`src/rtl/chunked_add_sub.sv`:
```
// Multi-cycle add/subtract: processes CHUNK bits per cycle with a registered carry.
// Define CHUNKED_ADD_SUB_FLAGS_EN to build the {carry, overflow, zero} flags and signed saturation.
module chunked_add_sub #(
    parameter int WIDTH = 32,
    parameter int CHUNK = 8
) (
    input  logic             clk,
    input  logic             rst_n,
    input  logic             in_valid,
    output logic             in_ready,
    input  logic [WIDTH-1:0] x,
    input  logic [WIDTH-1:0] y,
    input  logic [2:0]       func,
    output logic             out_valid,
    input  logic             out_ready,
    output logic [WIDTH-1:0] c,
    output logic [2:0]       flags
);

    localparam int NUM   = WIDTH / CHUNK;
    localparam int IDX_W = (NUM > 1) ? $clog2(NUM) : 1;

    typedef enum logic [1:0] {IDLE, BUSY, DONE} state_t;

    state_t             state;
    state_t             state_next;
    logic [WIDTH-1:0]   x_reg;
    logic [WIDTH-1:0]   op_reg;
    logic [WIDTH-1:0]   sum_reg;
    logic [WIDTH-1:0]   c_reg;
    logic [1:0]         func_reg;
    logic               carry_reg;
    logic [IDX_W-1:0]   idx;
    logic [2:0]         flags_reg;

    logic [WIDTH-1:0]   b_eff;
    logic [WIDTH-1:0]   sum_full;
    logic [WIDTH-1:0]   result_final;
    logic [CHUNK:0]     chunk_res;
    logic [2:0]         flags_final;
    logic               last_chunk;
    int                 base;

    // sum_full is the partial result with the current chunk already merged in
    always_comb begin
        base       = int'(idx) * CHUNK;
        b_eff      = func_reg[0] ? ~op_reg : op_reg;
        chunk_res  = {1'b0, x_reg[base +: CHUNK]} + {1'b0, b_eff[base +: CHUNK]}
                   + {{CHUNK{1'b0}}, carry_reg};
        sum_full   = sum_reg;
        sum_full[base +: CHUNK] = chunk_res[CHUNK-1:0];
        last_chunk = (idx == IDX_W'(NUM - 1));
    end

`ifdef CHUNKED_ADD_SUB_FLAGS_EN
    logic sat_reg;
    logic ovf;

    // On overflow the true result has the sign of x, since both operands share it
    always_comb begin
        ovf          = (x_reg[WIDTH-1] == b_eff[WIDTH-1]) && (sum_full[WIDTH-1] != x_reg[WIDTH-1]);
        result_final = sum_full;
        if (sat_reg && ovf) begin
            result_final = x_reg[WIDTH-1] ? {1'b1, {(WIDTH-1){1'b0}}} : {1'b0, {(WIDTH-1){1'b1}}};
        end
        flags_final  = {chunk_res[CHUNK], ovf, (result_final == '0)};
    end

    always_ff @(posedge clk or negedge rst_n) begin
        if (!rst_n) begin
            sat_reg <= 1'b0;
        end else if (state == IDLE && in_valid) begin
            sat_reg <= func[2];
        end
    end
`else
    logic unused_func2;
    assign unused_func2 = func[2];

    always_comb begin
        result_final = sum_full;
        flags_final  = '0;
    end
`endif

    always_comb begin
        state_next = state;
        case (state)
            IDLE:    if (in_valid)   state_next = BUSY;
            BUSY:    if (last_chunk) state_next = DONE;
            DONE:    if (out_ready)  state_next = IDLE;
            default: state_next = IDLE;
        endcase
    end

    always_ff @(posedge clk or negedge rst_n) begin
        if (!rst_n) begin
            state <= IDLE;
        end else begin
            state <= state_next;
        end
    end

    // Operands are frozen at accept so input changes during BUSY/DONE are ignored
    always_ff @(posedge clk or negedge rst_n) begin
        if (!rst_n) begin
            x_reg     <= '0;
            op_reg    <= '0;
            sum_reg   <= '0;
            c_reg     <= '0;
            func_reg  <= '0;
            carry_reg <= 1'b0;
            idx       <= '0;
            flags_reg <= '0;
        end else begin
            case (state)
                IDLE: begin
                    if (in_valid) begin
                        x_reg     <= x;
                        op_reg    <= func[1] ? y : WIDTH'(1);
                        func_reg  <= func[1:0];
                        carry_reg <= func[0];
                        idx       <= '0;
                        sum_reg   <= '0;
                    end
                end
                BUSY: begin
                    sum_reg   <= sum_full;
                    carry_reg <= chunk_res[CHUNK];
                    if (last_chunk) begin
                        idx       <= '0;
                        c_reg     <= result_final;
                        flags_reg <= flags_final;
                    end else begin
                        idx <= idx + IDX_W'(1);
                    end
                end
                default: ;
            endcase
        end
    end

    assign in_ready  = (state == IDLE);
    assign out_valid = (state == DONE);
    assign c         = c_reg;
    assign flags     = flags_reg;

endmodule

```
`config.mk`:
```
export PLATFORM = sky130hd
export DESIGN_NAME = chunked_add_sub
export DESIGN_NICKNAME = d
export VERILOG_FILES = /design/src/rtl/chunked_add_sub.sv
export SDC_FILE = /design/constraint.sdc
export NUM_CORES = 1
export LEC_CHECK = 0
export BUFFER_PORTS_ARGS = -buffer_cell sky130_fd_sc_hd__clkbuf_2
export CORE_ASPECT_RATIO = 1.2
export CORE_UTILIZATION = 45
export DETAILED_ROUTE_END_ITERATION = 10
export PLACE_DENSITY = 0.66
export RECOVER_POWER = 25
export SYNTH_ARGS = -nofsm -noshare
export SYNTH_HDL_FRONTEND = slang
export SYNTH_SLANG_ARGS = --single-unit
```
`constraint.sdc`:
```
create_clock -name clk -period 3.5 [get_ports clk]
set_input_delay 0 -clock clk [delete_from_list [all_inputs] [get_ports clk]]
set_output_delay 0 -clock clk [all_outputs]
set_load 0.005 [all_outputs]
```
Word-level counts from Yosys, hierarchy flattened
Cells that the tools add are included.
Operators by class
  bitwise logic cells: 1
  multiplexer cells: 14
  shift operators: 4
  reduce and logical (&&, ||, !) cells: 6
  equal/unequal tests: 6
  multiply operators: 0
  add/sub/neg operators: 4
  $lt $le $gt $ge: 0
  divide/modulo/power cells: 0
Operator list (number)
  32-bit 2-to-1 mux: 3
  32-bit one-hot mux with 2 select lines: 1
  32-bit by 6-bit indexed part select with 8-bit output: 2
  5-bit negation with 33-bit output: 1
  8-bit by 33-bit variable shift with 32-bit output, first input constant: 1
  8-bit by 33-bit indexed part select with 32-bit output: 1
  32-bit bitwise mux: 1
  32-bit inverter: 1
  2-bit 2-to-1 mux: 5
  8-bit by 8-bit adder with 9-bit output: 1
  9-bit by 1-bit adder with 9-bit output: 1
  2-bit one-hot mux with 3 select lines: 1
  2-bit AND reduction: 3
  2-bit equality test, second input constant: 2
  2-bit != test, second input constant: 2
  2-bit one-hot mux with 2 select lines: 1
  3-bit AND reduction: 1
  2-bit by 1-bit adder with 2-bit output, second input constant: 1
  2-bit by 1-bit equality test with 1-bit output, second input constant: 1
  2-bit zero test: 1
  2-bit by 1-bit != test with 1-bit output, second input constant: 1
  1-bit one-hot mux with 2 select lines: 1
  2-bit nonzero test: 1
  1-bit 2-to-1 mux: 1
Word-level totals
  output and inout port bits: 37
  flip-flop bits (word level): 134
  logic and storage cells: 43
  memories: 0
  latch bits: 0
  ROM bits: 0
  memory bits (writable): 0

Depth between registers and ports, before layout
Gate-level depths: netlist (run 1).
  depth in word-level cells: 8
  depth in mapped cells: 11
  depth with buffers taken out: 9

Worst setup path before layout (run 1)
OpenSTA, ideal clock, no wires.
  path type: register -> register
  start point: register idx[0]
  end point: register c_reg[28], in the netlist c[28]
  cell stages (with the launch flop): 11
  slack: 0.327 ns
  period minus slack after synthesis: 3.173 ns
  arrival: 3.048 ns
  cell sequence: dfrtp_1 buf_2 mux4_2 xnor2_1 fa_1 fa_1 nor2b_4 o31a_1 a21oi_1 a221oi_1 nor2_1
On the way
  longest elaborated chain between the ends: 5
  elaborated cells between the ends (all ways): 10
RTL lines
  start: declaration: line 33  | logic [IDX_W-1:0] idx;
  start signal: assignment: line 135  | idx <= idx + IDX_W'(1);
  32-bit by 6-bit indexed part select with 8-bit output: line 48  | chunk_res = {1'b0, x_reg[base +: CHUNK]} + {1'b0, b_eff[base +: CHUNK]}
  8-bit by 8-bit adder with 9-bit output: line 48
  9-bit by 1-bit adder with 9-bit output: line 49  | + {{CHUNK{1'b0}}, carry_reg};
  8-bit by 33-bit indexed part select with 32-bit output: line 51  | sum_full[base +: CHUNK] = chunk_res[CHUNK-1:0];
  32-bit bitwise mux: line 51
  end signal: assignment: line 132  | c_reg <= result_final;
  end: declaration: line 30  | logic [WIDTH-1:0] c_reg;
Several ways; a longest one is shown, not always the timed one.
A chain may end at the register's enable or synchronous reset.

Worst setup path in the final report (run 1)
  start point: register idx[0]
  end point: register c_reg[29], in the netlist c[29]
Same word-level chain as after synthesis.

==> results of run 1 <==
-- routing by layer --
metal / GRT usage [%] / vias up / wire length (um)
met5: 0 / - / 0
met4: 8.37 / 0 / 401
met3: 5.51 / 30 / 675
met2: 42.3 / 153 / 8550
met1: 29.4 / 2572 / 6620
li1: - / 2516 / -
-- worst paths after layout --
path / startpoint / to / slack [ns] / cells past startpoint
setup / recovery: idx[0]$_DFFE_PN0P_ / c[29]$_DFFE_PN0P_ / 0.32 / 9
hold reg to reg: op_reg[15]$_DFFE_PN0P_ / op_reg[15]$_DFFE_PN0P_ / 0.47 / 2
min in group asynchronous: rst_n / c[21]$_DFFE_PN0P_ / 0.73 / 2
setup reg to reg: idx[0]$_DFFE_PN0P_ / c[29]$_DFFE_PN0P_ / 0.32 / 9
max in group asynchronous: rst_n / x_reg[0]$_DFFE_PN0P_ / 1.47 / 3
hold / removal: func[1] / op_reg[7]$_DFFE_PN0P_ / 0.22 / 3
-- power groups by stage --
stage / clock, W / combinational, W / sequential [W]
floorplan: 0 / 0.00303 / 0.00248
global placement: 0 / 0.00429 / 0.00255
detailed placement: 0 / 0.00442 / 0.00258
CTS: 0.00192 / 0.00451 / 0.00256
global route: 0.00200 / 0.00496 / 0.00264
finish: 0.00190 / 0.00447 / 0.00256
-- critical path: stages, from the launching register on --
cell	delay, ns
dfrtp_1	0.38
buf_4	0.33
mux4_2	0.57
xor2_1	0.16
ha_1	0.38
o211ai_1	0.13
a21oi_1	0.27
nor2_1	0.10
xor2_1	0.50
o21ai_0	0.19
-- cell families (layout without fill, tap and decap cells) --
| group | count (synthesis) | count (layout) |
|---|---|---|
| XOR/XNOR | 11 | 11 |
| other | 1 | 3 |
| multiplexers | 16 | 16 |
| flip-flops | 134 | 134 |
| buffers and inverters | 56 | 235 |
| AO/OA/AOI/OAI | 112 | 112 |
| adder cells (fa/ha/maj) | 15 | 15 |
| AND/OR/NAND/NOR | 297 | 297 |
-- Yosys cell counts (all sizes together) --
| library cell | count | area, um^2 |
|---|---|---|
| nor3 | 1 | 5.00 |
| inv | 21 | 78.8 |
| nor2b | 3 | 28.8 |
| xor2 | 9 | 78.8 |
| nand4 | 1 | 6.26 |
| a21o | 2 | 15.0 |
| and3 | 18 | 113 |
| mux4 | 16 | 360 |
| clkbuf | 19 | 71.3 |
| a22o | 8 | 70.1 |
| o2111ai | 1 | 8.76 |
| nor4 | 1 | 6.26 |
| conb | 1 | 3.75 |
| o21ai | 43 | 245 |
| nor2 | 27 | 101 |
| or4 | 2 | 18.8 |
| nand3 | 36 | 180 |
| nand2b | 4 | 25.0 |
| nand3b | 1 | 7.51 |
| a21oi | 24 | 120 |
| o221ai | 8 | 70.1 |
| a31oi | 1 | 6.26 |
| and2 | 2 | 12.5 |
| buf | 16 | 88.8 |
| xnor2 | 2 | 17.5 |
| ha | 13 | 163 |
| fa | 2 | 40.0 |
| o31a | 1 | 8.76 |
| o211ai | 2 | 15.0 |
| a221oi | 8 | 70.1 |
| o31ai | 3 | 36.3 |
| nand2 | 200 | 751 |
| o311ai | 1 | 26.3 |
| dfrtp | 134 | 3350 |
| o21a | 10 | 75.1 |
| nor3b | 1 | 7.51 |
-- timing repair --
action	CTS	global route
endpoints found under the hold margin	149	0
hold buffers	67	0
resized for setup	0	0
-- layout make-up --
class	instances	area (um^2)
fill	1142	5180
sequential	134	3350
multi-input combinational	454	2700
timing repair buffer	182	1250
clock buffer	20	457
tap	168	210
clock inverter	12	175
inverter	21	78.8
-- through the flow --
step           hold slack (ns)  std cells  util (%)  cell area [um^2]  setup WS [ns]
5_1_grt                  0.250        991      61.3              8230         0.0318
3_5_place_dp             0.193        892      51.9              6950          0.299
3_3_place_gp             0.191        892      51.9              6950          0.365
2_1_floorplan           -0.296        644         -              6290          0.327
4_1_cts                  0.201        991      61.6              8260          0.295
6_report                 0.218        991      61.3              8230          0.320
==> impl_metrics.yaml, run 1 <==
run_status:
  status: "finished with violations"
  violations: "max-capacitance violations, max-slew violations"
clocking:
  clock-sinks: 134
  cts_buffers: 17
  h-tree-depth: 4
  clock_path_buffers: 2
  clkLatencyLatePin_ns: 0.42
  cts_root_buf: "clkbuf_16"
  cts_tree: "done"
  post-cts-setup-buffer-count: 0
  clkTransAtPathRegs_ns: 0.06
route:
  drc: 0
  ant_nets: 0
  viasPerCell: 5.32
  drt-total-wl_um: 16200
  vias: 5271
  wl_per_cell_um: 16.4
  drt_pass1_iterations: 4
  drt_iter0_markers: 329
worst_setup_path:
  worstSetupPathType: "flop to flop"
  start_kind: "flop"
  arrival_ns: 3.45
  cp.required_ns: 3.77
  cp_max_fo: 15
  end_kind: "flop"
sta:
  period_share_pct: 90.9
  setup_viol_count_final: 0
  max_freq_mhz: 314
  drv_slew: 85
  finClkSkew_ns: 0.00626
  slew_headroom_pct: -39.2
  rsz0062_at_grt: "no"
  min_period_ns: 3.18
  hold_viol: 0
  timing.setup.tns_ns: 0
  worst_slew_pin_slew_ns: 2.09
pwr:
  vdd_drop_max_mv: 0.802
  p_comb_share_pct: 50.0
  power_frac_clock_pct: 21.3
  power_frac_seq_pct: 28.7
  p_switching_w: 0.00381
  switching_share_pct: 42.6
  total_power_w: 0.00893
  power.density_mw_per_mm2: 1090
  leakage_nw: 4.07
  internal_power_w: 0.00513
floorplan:
  die_height_um: 131
  io_pins: 108
  initial_core_util_pct: 46.9
  row_count: 46
  fp.dieArea_mm2: 0.0144
  dieWidth_um: 110
  fp.coreArea_mm2: 0.0134
logic_synthesis:
  ys_seq_area_share_pct: 53.4
  synth_area_mm2: 0.00628
  synth-simple-area-share_pct: 20.1
  yosys_warnings: 0
  synth_seq_cells: 134
  synth_top_family_by_area: "simple AND/OR/NAND/NOR gates"
  syn-instance-count: 642
  synth_fa_ha_area_share_pct: 3.23
  synth_compound_area_share_pct: 12.2
  synthMuxAreaShare_pct: 5.73
  syn_area_per_cell_um2: 9.79
  synth-xor-area-share_pct: 1.53
  synth_cell_types: 44
cells_and_area:
  layout_common_cells: "nand2_1, dfrtp_1, clkbuf_2"
  n_antenna_cell: 0
  final_common_cell: "nand2_1"
  fin_nets: 896
  drive_gt1_share_pct: 18.7
  syn_to_final_growth_pct: 30.9
global_routing:
  grt_usage_pct: 24.4
  grt_pass1_wl_um: 26700
  grt_max_degree: 85
  grt_pass1_vias: 5556
  grt-ovfl-total: 0
  grt_antenna_before_repair: 0
job:
  maxCapViolCount: 1
place:
  place_congestion: 0.884
  dpl.hpwl_um: 10400
  portBuffers: 103
hold_path:
  hold_path_class: "primary input to flop"
No activity file was read; power rests on OpenSTA's default activity.
==> inputs of run 2 (changes only) <==
--- a/config.mk
+++ b/config.mk
@@ -7,9 +7,8 @@
 export LEC_CHECK = 0
 export BUFFER_PORTS_ARGS = -buffer_cell sky130_fd_sc_hd__clkbuf_2
 export CORE_ASPECT_RATIO = 1.2
-export CORE_UTILIZATION = 45
+export CORE_UTILIZATION = 30
 export DETAILED_ROUTE_END_ITERATION = 10
-export PLACE_DENSITY = 0.66
 export RECOVER_POWER = 25
 export SYNTH_ARGS = -nofsm -noshare
 export SYNTH_HDL_FRONTEND = slang
==> run 2 against run 1 <==
Net effect: the run still ends with max-capacitance violations, max-slew violations left; setup slack improved by 0.094 ns; combinational power up 3%; cell area up 1.7%; largest cell class unchanged; register-to-register slack gained 0.09 ns; fmax up 3.1%; sequential cell count did not move; routed wire length shrank 1.2%; clock skew is 0.00069 ns higher; highest routed layer unchanged; via count down 3.2%.
==> impl_metrics.yaml, run 2 (synthesized netlist as in run 1, its figures left out) <==
worst_setup_path:
  arrival_ns: 3.43
  end_kind: "flop"
  crit_start: "idx[0]$_DFFE_PN0P_"
  crit_end: "c[10]$_DFFE_PN0P_"
  r2r-end: "c[10]$_DFFE_PN0P_"
  cp.required_ns: 3.84
  rr_startpoint: "idx[0]$_DFFE_PN0P_"
  cp_max_fo: 8
  reg2reg_depth: 7
  reg2reg_slack_ns: 0.41
  worstSetupPathType: "flop to flop"
  start_kind: "flop"
global_routing:
  grt-ovfl-total: 0
  grt_usage_pct: 15.9
  grt_pass1_wl_um: 26500
  grt_max_degree: 94
  grt_antenna_before_repair: 0
  grt_pass1_vias: 5152
sta:
  slew_headroom_pct: -58.1
  period_share_pct: 88.2
  worst_slew_pin_slew_ns: 2.37
  drv_slew: 94
  min_period_ns: 3.09
  timing.setup.tns_ns: 0
  hold_viol: 0
  max_freq_mhz: 324
  setup_viol_count_final: 0
  finClkSkew_ns: 0.00695
  rsz0062_at_grt: "no"
  whs_ns: 0.126
floorplan:
  row_count: 57
  io_pins: 108
  fp.dieArea_mm2: 0.0215
  die_height_um: 161
  dieWidth_um: 134
  fp.coreArea_mm2: 0.0204
  initial_core_util_pct: 30.8
clocking:
  cts_root_buf: "clkbuf_16"
  clkLatencyLatePin_ns: 0.42
  clock-sinks: 134
  cts_tree: "done"
  clock_path_buffers: 2
  hold_buffers: 67
  clkTransAtPathRegs_ns: 0.06
  cts_resized: 0
  h-tree-depth: 4
  post-cts-setup-buffer-count: 0
  cts_buffers: 17
cells_and_area:
  fin_nets: 898
  fillers: 2071
  drive_gt1_share_pct: 19.5
  layout_common_cells: "nand2_1, dfrtp_1, clkbuf_2"
  final_common_cell: "nand2_1"
  syn_to_final_growth_pct: 33.1
  stdcell_count: 1089
  utilization_pct: 41.0
  n_antenna_cell: 0
pwr:
  vdd_drop_max_mv: 0.516
  internal_power_w: 0.00516
  p_switching_w: 0.00385
  total_power_w: 0.00901
  switching_share_pct: 42.7
  power_frac_clock_pct: 20.7
  p_comb_share_pct: 51.0
  leakage_nw: 4.10
  power.density_mw_per_mm2: 1080
  power_frac_seq_pct: 28.3
route:
  viasPerCell: 4.69
  drt_iter0_markers: 239
  ant_nets: 0
  drt-total-wl_um: 16000
  drt_pass1_iterations: 4
  drc: 0
  wl_per_cell_um: 14.7
  vias: 5102
job:
  maxCapViolCount: 1
place:
  dp_cells: 991
  dpl.hpwl_um: 10900
  portBuffers: 103
  place_congestion: 0.782
hold_path:
  hold_path_class: "primary input to flop"
run_status:
  status: "finished with violations"
  violations: "max-capacitance violations, max-slew violations"
[run 2: power by group through the flow]
stage                     logic (W)  registers (W)  clock network (W)
after floorplan             0.00303        0.00248                  0
after global placement      0.00456        0.00256                  0
after detailed placement    0.00461        0.00258                  0
after CTS                   0.00470        0.00256            0.00191
after global routing        0.00513        0.00263            0.00198
final                       0.00460        0.00256            0.00186
[run 2: per-layer routing]
| metal | up-vias | routed length, um | track usage (%) |
|---|---|---|---|
| met3 | 18 | 537 | 3.09 |
| met5 | - | 0 | 0 |
| met4 | 0 | 233 | 5.06 |
| met2 | 123 | 8020 | 26.7 |
| met1 | 2421 | 7250 | 20.7 |
| li1 | 2540 | - | - |
[run 2: critical path, stage by stage (launching register included)]
cell	delay (ns)
dfrtp_1	0.42
mux4_2	0.53
xnor2_1	0.15
fa_1	0.42
fa_1	0.45
xnor2_1	0.72
a221oi_1	0.18
nor2_1	0.13
[run 2: through the flow]
step	cell area, um^2	setup slack [ns]
2_1_floorplan	6290	0.327
3_5_place_dp	7110	0.419
3_3_place_gp	7110	0.465
4_1_cts	8390	0.407
6_report	8360	0.414
5_1_grt	8360	0.241
[run 2: worst min-delay path by stage]
stage / from / to / slack, ns / depth (start not counted)
finish: in_valid / idx[1]$_DFFE_PN0P_ / 0.13 / 3
floorplan: rst_n / c[0]$_DFFE_PN0P_ / -0.30 / 0
detailed placement: rst_n / c[21]$_DFFE_PN0P_ / 0.16 / 1
CTS: in_valid / idx[1]$_DFFE_PN0P_ / 0.08 / 3
global placement: rst_n / c[21]$_DFFE_PN0P_ / 0.15 / 1
global route: in_valid / idx[1]$_DFFE_PN0P_ / 0.10 / 3
[run 2: final cells by class]
cell class                      count  area [um^2]  share of cell area (%)
Multi-Input combinational cell    454         2700                    32.3
Sequential cell                   134         3350                    40.1
Timing Repair Buffer              184         1280                    15.3
Tap cell                          265          332                    3.96
Inverter                           21         78.8                   0.942
Clock buffer                       19          433                    5.18
Clock inverter                     12          180                    2.15
